**src/rtl/cache_mem_arbiter.sv**
```systemverilog
`default_nettype none
// ============================================================================
// Module   : cache_mem_arbiter
// Brief    : Shares one 64-bit burst memory port between the I-cache and
//            D-cache, converting 256-bit line requests into 4-beat bursts.
// Revision : 1.0 - initial release
// ============================================================================
module cache_mem_arbiter #(
  parameter int BEATS      = 4,
  parameter int BEAT_WIDTH = 64,
  parameter int LINE_WIDTH = 256
) (
  input  logic                  clk,
  input  logic                  rst,
  input  logic                  i_line_read,
  input  logic [31:0]           i_line_addr,
  output logic [LINE_WIDTH-1:0] i_line_rdata,
  output logic                  i_line_resp,
  input  logic                  d_line_read,
  input  logic                  d_line_write,
  input  logic [31:0]           d_line_addr,
  input  logic [LINE_WIDTH-1:0] d_line_wdata,
  output logic [LINE_WIDTH-1:0] d_line_rdata,
  output logic                  d_line_resp,
  output logic                  mem_read,
  output logic                  mem_write,
  output logic [31:0]           mem_addr,
  output logic [BEAT_WIDTH-1:0] mem_wdata,
  input  logic [BEAT_WIDTH-1:0] mem_rdata,
  input  logic                  mem_resp
);

  localparam int c_cnt_w = (BEATS > 1) ? $clog2(BEATS) : 1;
  localparam int c_off_w = $clog2(LINE_WIDTH / 8);
  localparam logic [c_cnt_w-1:0] c_last_beat = c_cnt_w'(BEATS - 1);
  localparam logic [31:0] c_addr_mask = ~((32'd1 << c_off_w) - 32'd1);

  typedef enum logic [2:0] {
    IDLE    = 3'd0,
    I_READ  = 3'd1,
    D_READ  = 3'd2,
    D_WRITE = 3'd3,
    RESP    = 3'd4
  } state_t;

  state_t                r_state;
  state_t                w_state_next;
  logic [c_cnt_w-1:0]    r_cnt;
  logic                  r_last_grant;  // 0 = I-cache, 1 = D-cache; also the current grantee
  logic [31:0]           r_mem_addr;
  logic [LINE_WIDTH-1:0] r_line;        // read fill buffer, or latched write-back line

  logic        w_i_req;
  logic        w_d_req;
  logic        w_grant;
  logic        w_grant_d;
  logic        w_busy;
  logic        w_reading;
  logic [31:0] w_sel_addr;

  assign w_i_req   = i_line_read;
  assign w_d_req   = d_line_read | d_line_write;
  assign w_reading = (r_state == I_READ) || (r_state == D_READ);
  assign w_busy    = w_reading || (r_state == D_WRITE);
  assign w_sel_addr = w_grant_d ? d_line_addr : i_line_addr;

  always_comb begin
    w_state_next = r_state;
    w_grant      = 1'b0;
    w_grant_d    = 1'b0;
    case (r_state)
      IDLE: begin
        if (w_i_req || w_d_req) begin
          w_grant = 1'b1;
          // Under contention the requester that was not served last wins.
          w_grant_d = w_d_req && (!w_i_req || !r_last_grant);
          if (w_grant_d) w_state_next = d_line_write ? D_WRITE : D_READ;
          else           w_state_next = I_READ;
        end
      end
      I_READ, D_READ, D_WRITE: begin
        if (mem_resp && (r_cnt == c_last_beat)) w_state_next = RESP;
      end
      RESP:    w_state_next = IDLE;
      default: w_state_next = IDLE;
    endcase
  end

  always_ff @(posedge clk) begin
    if (rst) begin
      r_state      <= IDLE;
      r_cnt        <= '0;
      r_last_grant <= 1'b0;
      r_mem_addr   <= '0;
      r_line       <= '0;
    end else begin
      r_state <= w_state_next;
      if (w_grant) begin
        r_last_grant <= w_grant_d;
        r_mem_addr   <= w_sel_addr & c_addr_mask;
        if (w_grant_d && d_line_write) r_line <= d_line_wdata;
      end
      if (w_reading && mem_resp) r_line[int'(r_cnt)*BEAT_WIDTH +: BEAT_WIDTH] <= mem_rdata;
      if (w_busy && mem_resp) r_cnt <= r_cnt + 1'b1;
      else if (r_state == RESP) r_cnt <= '0;
    end
  end

  assign mem_read    = w_reading;
  assign mem_write   = (r_state == D_WRITE);
  assign mem_addr    = r_mem_addr;
  assign mem_wdata   = mem_write ? r_line[int'(r_cnt)*BEAT_WIDTH +: BEAT_WIDTH] : '0;
  // Responses and line data are gated so the waiting requester sees nothing move.
  assign i_line_resp  = (r_state == RESP) && !r_last_grant;
  assign d_line_resp  = (r_state == RESP) &&  r_last_grant;
  assign i_line_rdata = i_line_resp ? r_line : '0;
  assign d_line_rdata = d_line_resp ? r_line : '0;

  a_d_read_write_exclusive: assert property (@(posedge clk) disable iff (rst)
    !(d_line_read && d_line_write));

endmodule
`default_nettype wire
```
**config.mk**
```make
export PLATFORM = sky130hd
export DESIGN_NAME = cache_mem_arbiter
export DESIGN_NICKNAME = d
export VERILOG_FILES = /design/src/rtl/cache_mem_arbiter.sv
export SDC_FILE = /design/constraint.sdc
export NUM_CORES = 1
export LEC_CHECK = 0
export CAP_MARGIN = 20
export CELL_PAD_IN_SITES_DETAIL_PLACEMENT = 2
export CELL_PAD_IN_SITES_GLOBAL_PLACEMENT = 2
export CORE_AREA = 2 2 389 391
export DETAILED_ROUTE_END_ITERATION = 8
export DIE_AREA = 0 0 391 393
export PLACE_DENSITY_LB_ADDON = 0.1
export RECOVER_POWER = 25
export REMOVE_ABC_BUFFERS = 1
export SKIP_LAST_GASP = 1
export SLEW_MARGIN = 40
export SYNTH_ARGS = -nofsm -noshare
export SYNTH_HDL_FRONTEND = slang
export SYNTH_SLANG_ARGS = --single-unit
```
**constraint.sdc**
```tcl
create_clock -name clk -period 6.3 [get_ports clk]
set_clock_uncertainty 0.15 [all_clocks]
set_input_delay 0.63 -clock clk [delete_from_list [all_inputs] [get_ports clk]]
set_output_delay 0.63 -clock clk [all_outputs]
set_load 0.005 [all_outputs]
```
# Word-level counts from Yosys, hierarchy flattened
# Index checks and enable logic that the tools add are counted.
[totals]
register_bits = 289
elab_cells = 55
inputBits = 390
output_inout_bits = 612
[op_classes]
shifts = 3
muxes = 20
n_reduce_logical = 17
bitwise_logic = 1
n_addsub = 2
n_eq_ne = 7
[op_table]
columns = ["op", "n"]
rows = [
  ["2-to-1 mux 256 bit", 6],
  ["bitwise mux 256 bit", 1],
  ["variable shift 64 x 33 -> 256 bit (first input constant)", 1],
  ["indexed part select 256 x 9 -> 64 bit", 1],
  ["indexed part select 64 x 33 -> 256 bit", 1],
  ["2-to-1 mux 64 bit", 1],
  ["negator 8 -> 33 bit", 1],
  ["2-to-1 mux 32 bit", 1],
  ["logical AND 1 bit", 7],
  ["== test 3 x 2 -> 1 bit (second input constant)", 2],
  ["2-to-1 mux 2 bit", 3],
  ["2-to-1 mux 3 bit", 2],
  ["one-hot mux 3 bit (2 select lines)", 1],
  ["2-to-1 mux 1 bit", 5],
  ["logical OR 1 bit", 4],
  ["inequality test 2 bit (second input constant)", 2],
  ["== test 3 x 1 -> 1 bit (second input constant)", 1],
  ["== test 3 bit (second input constant)", 1],
  ["zero test 3 bit", 1],
  ["OR reduction 3 bit", 1],
  ["adder 2 x 1 -> 2 bit (second input constant)", 1],
  ["== test 2 bit (second input constant)", 1],
  ["zero test 1 bit", 2],
  ["AND reduction 2 bit", 1],
  ["2 further kinds", 2],
]

# Depth between registers and ports, before layout
# Gate-level depths: netlist (run 1).
[logic_depth]
word_depth = 11
mapped_depth = 9
ltp_nobuf = 5

# Least setup slack after synthesis (run 1)
# OpenSTA, ideal clock, no wires.
[synth_timing]
kind = "register to register"
startpoint = "register r_cnt[1]"
endpoint = "register r_line[132]"
path_stages_with_launch = 10
t_required_ns = 6.069
n_path_buf = 4
slack_ns = 3.721
arrival_time_ns = 2.348
path_cell_list = "dfxtp_1 > buf_2 > buf_1 > inv_1 > ha_1 > nor3b_1 > buf_2 > clkbuf_1 > a21oi_1 > a211oi_2"
[synth_between]
elab_chain_len = 4
[synth_rtl]
columns = ["item", "line", "rtl"]
rows = [
  ["start, declared", "48", "logic [c_cnt_w-1:0] r_cnt;"],
  ["start signal, assigned", "104", "if (w_busy && mem_resp) r_cnt <= r_cnt + 1'b1;"],
  ["negator 8 -> 33 bit *", "103", "if (w_reading && mem_resp) r_line[int'(r_cnt)*BEAT_WIDTH +: BEAT_WIDTH] <= mem_rdata;"],
  ["indexed part select 64 x 33 -> 256 bit or variable shift 64 x 33 -> 256 bit (tied branches)", "103", ""],
  ["bitwise mux 256 bit *", "103", ""],
  ["2-to-1 mux 256 bit *", "103", ""],
  ["end signal, assigned", "101", "if (w_grant_d && d_line_write) r_line <= d_line_wdata;"],
  ["end signal, assigned by index", "103", ""],
  ["end, declared", "51", "logic [LINE_WIDTH-1:0] r_line;"],
]
# Mark *: on every way between the ends. The rest lies on a longest branch, timed or not.
# A chain may end at the register's enable or synchronous reset.

# Worst setup path in the final report (run 1)
[layout_timing]
startpoint = "input rst"
endpoint = "register r_state[2]"
[layout_rtl]
columns = ["item", "line", "rtl"]
rows = [
  ["start, declared", "14", "input logic rst,"],
  ["end signal, assigned", "97", "r_state <= w_state_next;"],
  ["end, declared", "46", "state_t r_state;"],
]
# No word-level cell between the ends.

==> impl_summary.txt, run 1 <==
----------------------------------------------------
[Power]
  Cell area power density ... 208 nW/um^2
  VDD IR-drop max ... 0.000143 V
  Leakage power total ... 10.8 nW

[Yosys]
  Netlist area before placement ... 19800 sq um
  Main combinational cell family by area after synthesis ... compound AO/OA/AOI/OAI gates
  Number of unique standard cell types used by synthesis ... 38
  Library cell with the largest summed area after synthesis ... dfxtp_1
  Sequential area share after synthesis ... 0.293
  Number of flops mapped to enable cells by yosys ... 0
  Simple-gate share of the synthesized area ... 0.249
  Post-synthesis mux area share ... 0.0729
  Cell types with the largest area share after synthesis ... dfxtp_1 29%, and2_1 16%, a211oi_2 15%
  Warnings from Yosys ... 0
  Adder-Cell Fraction of Synth Area ... 0.00317
  FF+latch count, synth ... roughly 290
  Synth Area in XOR/XNOR ... 0.000823
  Average instance area after synthesis ... 8.37 sq um
  Area fraction in compound gates after synthesis ... 0.315
  Cell count after synthesis ... 2361
  Async set-reset flop share out of synthesis ... 0
  Area share of the largest cell type after synthesis ... 0.293
  Dominant synthesized flop cell ... dfxtp_1

[Setup path]
  Series of cell instances along the critical path ... clkdlybuf4s25_1, buf_12, clkbuf_2, and4b_1
  Cell class contributing the biggest share of worst-path delay ... buffers and inverters
  Flop2flop setup slack ... 2.11 ns
  Required time of the worst setup path ... approximately 6.6 ns
  Worst reg-to-reg path cell count ... 5
  Worst EP arrival ... 5.09 ns
  Max Fanout on Critical Path ... 80
  Start of the worst register-to-register path ... r_state[2]
  Endpoint class of the critical path ... flop
  Critical path's largest stage delay ... slightly below 2 ns
  Critical Setup Path Class ... primary input to flop
  Number of buffers and inverters on the critical path ... 3
  End of the worst register-to-register path ... r_line[3]
  Critical path startpoint category ... primary input
  Slowest library cell on the worst path ... clkdlybuf4s25_1

[Clocking]
  Post-CTS Setup Inserts ... 0
  Clock edge transition at the registers on the reported setup and hold paths ... 0.06 ns
  Number of resized instances in the post-cts repair step ... 0
  Worst-case clock buffer depth ... 3
  Number of clock sinks seen by CTS ... just under 300
  Number of buffers created by CTS ... 45
  Number of buffers added to fix hold violations after cts ... 0
  CTS Root Cell ... clkbuf_16
  CTS tree ... done
  Insertion delay to the later sink of the worst-skew pair ... approximately 0.59 ns
  Level count of the clock H-tree ... 2

[Global route]
  Global router's overall resource usage ... 0.185
  Wire length of the first global-routing pass ... 202000 um
  Via count of the first global-routing pass ... 24400
  Initial antenna violation count ... 71
  Largest net degree at the start of global routing ... ~150
  Final global-route overflow total ... 0

[Route]
  Iteration count of the initial detailed-routing pass ... 4
  Sum of routed wire length over all layers ... 149000 um
  Detailed-route via count ... 22200
  # DRC ... 0
  Detail Route Antenna Nets ... 0
  Detailed-route vias per instance ... 4.30
  Wire length per cell ... 28.8 um
  Initial DRC Count ... 839

[Layout]
  Fill count ... 17000
  Final nets ... 3565
  Most common cell after layout, fill and taps aside ... clkdlybuf4s50_1
  Commonest non-fill, non-tap cells in the layout ... 958 x clkdlybuf4s50_1, 514 x a21oi_1, 512 x and2_1, 290 x nand2_1, 287 x dfxtp_1
  Fraction of layout instances using a drive strength above 1 ... 0.125
  Layout area overhead ... 65.5%
  Finished Core Util ... 0.219

[Floorplan]
  Die Span X ... about 390 um
  Number of rows created at floorplan ... roughly 140
  Die Area ... roughly 150000 sq um
  Die Y ... 393 um
  Area of the core ... 149000 sq um
  Number of ports placed on the die boundary ... 1002
  Starting Density ... 0.132

[STA]
  Unrepaired setup endpoints after global routing ... no
  Post-route clock period utilization ... 0.754
  Hold Violations, Final ... 0
  Count of pins over their slew limit ... 150
  Worst Max-Slew Pin Slew ... around 2.5 ns
  Time the final worst path needs with I/O delays and setup ... 4.75 ns
  Timing-limited maximum frequency ... 211 MHz
  Max transition margin ... -0.693
  Setup slack of the critical path after layout ... 1.55 ns
  Final setup violation count ... 0

[Run status]
  Result of the run ... finished, violations left
  Violations in the final reports ... capacitance limit, slew limit

[Placed design]
  Dpl hpwl ... around 100000 um
  Final GP Congestion ... between 0.7 and 0.8
  I/O Buffers ... 986
  Worst setup slack after placement ... between 2 and 3 ns

[Worst hold path]
  Hold path depth ... 2
  Worst hold path type ... flop to flop
  Hold path endpoint ... mem_addr[5]
  Startpoint of the lowest-slack hold path ... mem_addr[5]

[Job]
  Number of max-cap violations ... 3

----------------------------------------------------
==> kinds of logic (layout without fill, tap and decap cells) <==
logic type,Yosys count,after routing
xor gates and xnor gates,1,1
other,1,29
and+or+nand+nor,900,900
muxes,64,64
adders and majority gates,5,5
DFF,289,289
buffers and inverters,273,1110
AOI/OAI and AO/OA,828,828
==> area by class of cell <==
type	count	area (sq um)	share of cell area
Timing Repair Buffer	1028	10500	0.321
Sequential cell	289	5790	0.177
Inverter	3	11.3	0.000344
Tap cell	1944	2430	0.0744
Clock buffer	70	1340	0.0410
Antenna cell	24	60.1	0.00184
Multi-Input combinational cell	1803	12500	0.382
Clock inverter	9	103	0.00314
==> through the flow <==
stage               hold WS [ns]  power [mW]  TNS, ns  instance area, sq um  std cells
global placement           0.290        4.26        0                 31400       5061
global route               0.326        7.18        0                 32700       5159
detailed placement         0.300        4.32        0                 31500       5065
CTS                        0.249        7.04        0                 32900       5144
finish                     0.300        6.81        0                 32700       5170
floorplan                  0.292        3.22  -528.18                 18500       2095
==> Yosys cell counts, drive strengths merged, types with 3 or more instances <==
library cell	number
and2	512
nor3b	4
clkbuf	170
and3	6
dfxtp	289
a21oi	540
nor3	5
a211oi	252
o221ai	27
ha	5
buf	100
nor2b	66
nand3	5
inv	3
mux4	64
nand2	290
nor2	7
a311oi	4
==> metal layers <==
metal,up-vias,track usage,part of all wire
met5,-,0,0.0029
met4,68,0.0366,0.017
met3,206,0.0490,0.062
met2,689,0.344,0.52
met1,11300,0.211,0.40
li1,9920,-,-
==> tightest hold or removal path: stages, from the launching register on <==
cell and delay (ns):
dfxtp_1 0.30, nand2_1 0.05, a21oi_1 0.05
==> how the worst max path moves through the flow <==
stage                     startpoint                end  slack [ns]  cells past startpoint
after floorplan             r_cnt[0]        r_line[100]       -1.96                      5
after CTS                 r_state[2]  i_line_rdata[216]        1.83                      6
after global routing             rst         r_state[2]        1.23                      4
after detailed placement  r_state[2]  i_line_rdata[216]        2.54                      6
after global placement      mem_resp        r_line[211]        2.20                      6
final                            rst         r_state[2]        1.55                      4
==> sequential cells by signal, summed over array words and instances, names as in the netlist <==
register and cells:
r_last_grant 1, r_line 256, r_cnt 2, mem_addr 27, r_state 3
==> power breakdown <==
| part | switching, mW | internal (mW) |
|---|---|---|
| Sequential | 0.330 | 2.06 |
| Clock | 1.09 | 1.53 |
| Combinational | 1.01 | 0.786 |
Power figures use the tool's default switching activity.
==> inputs of run 2 (changes only) <==
CORE_AREA = 2 2 390 392   (was 2 2 389 391)
DIE_AREA = 0 0 392 394   (was 0 0 391 393)
clock period = 3.96 ns   (was 6.3 ns; I/O delays follow)
==> run 2 against run 1 <==
  * The flow still finishes with violations (capacitance limit, slew limit)
  * Setup slack worse by 1.2 ns
  * Routed wire length is 0.92% higher
  * Sequential power is 59% higher
  * Worst hold slack worse by 0.16 ns
  * Utilization is essentially flat
  * Die area up 0.51%
  * Critical path depth up 2
  * Global-route usage is essentially flat
  * Count of clock-buffer cells in the layout is 3 higher
  * Cell count grew 2.6%
  * Design area up 1.2%
==> impl_summary.txt, run 2 (synthesis results as in run 1) <==
----------------------------------------------------
[Run status]
  Result of the run ... finished, violations left
  Violations in the final reports ... capacitance limit, slew limit

[Layout]
  Final instance area ... roughly 33000 sq um
  Most common cell after layout, fill and taps aside ... clkdlybuf4s50_1
  Layout area overhead ... 67.4%
  Number of flip-flops under the largest register name ... 256
  Fill count ... 17200
  Largest reg by FF count ... r_line
  Fraction of layout instances using a drive strength above 1 ... 0.129
  Number of standard cells in the layout, taps in and fillers out ... 5306
  Finished Core Util ... 0.220
  Commonest non-fill, non-tap cells in the layout ... 958 x clkdlybuf4s50_1, 512 x and2_1, 510 x a21oi_1, 290 x nand2_1, 287 x dfxtp_1
  Final nets ... 3597

[Floorplan]
  Area of the core ... ~150000 sq um
  Starting Density ... 0.131
  Number of rows created at floorplan ... between 100 and 150
  Die Span X ... 392 um
  Die Area ... 154000 sq um
  Number of ports placed on the die boundary ... 1002
  Die Y ... 394 um

[STA]
  Unrepaired setup endpoints after global routing ... no
  Setup slack of the critical path after layout ... 0.305 ns
  Max transition margin ... -0.00402
  Hold Violations, Final ... 0
  Time the final worst path needs with I/O delays and setup ... between 3 and 4 ns
  Timing-limited maximum frequency ... 274 MHz
  Worst Max-Slew Pin Slew ... 1.51 ns
  Post-Route Hold Slack ... about 0.14 ns
  Count of pins over their slew limit ... 29
  Post-route clock period utilization ... 0.923
  Final setup violation count ... 0
  Final total negative setup slack ... 0 ns

[Setup path]
  CP Depth ... 6
  Critical path startpoint category ... flop
  Critical Setup Path Class ... flop to flop
  Flop2flop setup slack ... between 0.3 and 0.4 ns
  Slowest library cell on the worst path ... and3_2
  Required time of the worst setup path ... between 4 and 5 ns
  Max Fanout on Critical Path ... 27
  Series of cell instances along the critical path ... nor2b_1, clkbuf_1, and3_2, buf_2, a21oi_1, a211oi_2
  Endpoint class of the critical path ... flop
  Critical path's largest stage delay ... 0.93 ns
  Cell class contributing the biggest share of worst-path delay ... buffers and inverters
  Number of buffers and inverters on the critical path ... 2
  Worst reg-to-reg path cell count ... 6
  Worst EP arrival ... 4.03 ns

[Global route]
  Via count of the first global-routing pass ... approximately 25000
  Largest net degree at the start of global routing ... 176
  Initial antenna violation count ... 76
  Final global-route overflow total ... 0
  Wire length of the first global-routing pass ... 203000 um
  Global router's overall resource usage ... 0.186

[Route]
  Detailed-route via count ... around 22000
  # DRC ... 0
  Detailed-route vias per instance ... 4.21
  Detail Route Antenna Nets ... 0
  Iteration count of the initial detailed-routing pass ... 5
  Wire length per cell ... 28.3 um
  Sum of routed wire length over all layers ... around 150000 um
  Initial DRC Count ... 889

[Clocking]
  CTS Root Cell ... clkbuf_16
  Level count of the clock H-tree ... 2
  Post-CTS Setup Inserts ... 0
  Insertion delay to the later sink of the worst-skew pair ... ~0.61 ns
  Number of buffers added to fix hold violations after cts ... 0
  Number of resized instances in the post-cts repair step ... 0
  Clock edge transition at the registers on the reported setup and hold paths ... 0.06 ns
  Number of clock sinks seen by CTS ... 289
  Worst-case clock buffer depth ... 3
  Number of buffers created by CTS ... 47
  CTS tree ... done

[Placed design]
  Area after DPL ... between 30000 and 40000 sq um
  I/O Buffers ... 986
  Dpl hpwl ... 108000 um
  Worst setup slack after placement ... 0.915 ns
  Dpl cells ... 5183
  Final GP Congestion ... 0.765

[Power]
  Total power of the final layout ... between 10 and 15 mW
  Leakage power total ... 11.0 nW
  VDD IR-drop max ... 0.000253 V
  Cell area power density ... 330 nW/um^2

[Job]
  Number of max-cap violations ... 1

[Worst hold path]
  Worst hold path type ... primary input to flop
  Hold path depth ... 2

----------------------------------------------------
run 2: layer usage:
layer	global-route usage	wire length, um	vias up
li1	-	-	9995
met1	0.208	59100	11400
met2	0.335	77800	693
met3	0.0508	9620	200
met4	0.0602	3200	56
met5	0	341	-
run 2: cell type report:
class,instances,area (sq um),share of cell area
timing repair buffer,1058,10800,0.325
antenna,40,100,0.00303
inverter,3,11.3,0.000340
sequential,289,5790,0.175
clock inverter,10,81.3,0.00246
tap,2030,2540,0.0768
multi-input combinational,1803,12400,0.375
clock buffer,73,1400,0.0422
run 2: worst paths after layout:
path / start / to
min reg2reg: mem_addr[6] / mem_addr[6]
max reg2reg: r_state[2] / r_line[140]
max: r_state[2] / r_line[140]
min: rst / mem_addr[20]
run 2: report_power, final:
| part | leakage [nW] | total [mW] | switching [mW] | internal [mW] |
|---|---|---|---|---|
| combinational | 7.88 | 2.93 | 1.63 | 1.30 |
| sequential | 2.37 | 3.81 | 0.535 | 3.28 |
| clock | 0.728 | 4.19 | 1.72 | 2.47 |
| total | 11.0 | 10.9 | 3.88 | 7.04 |
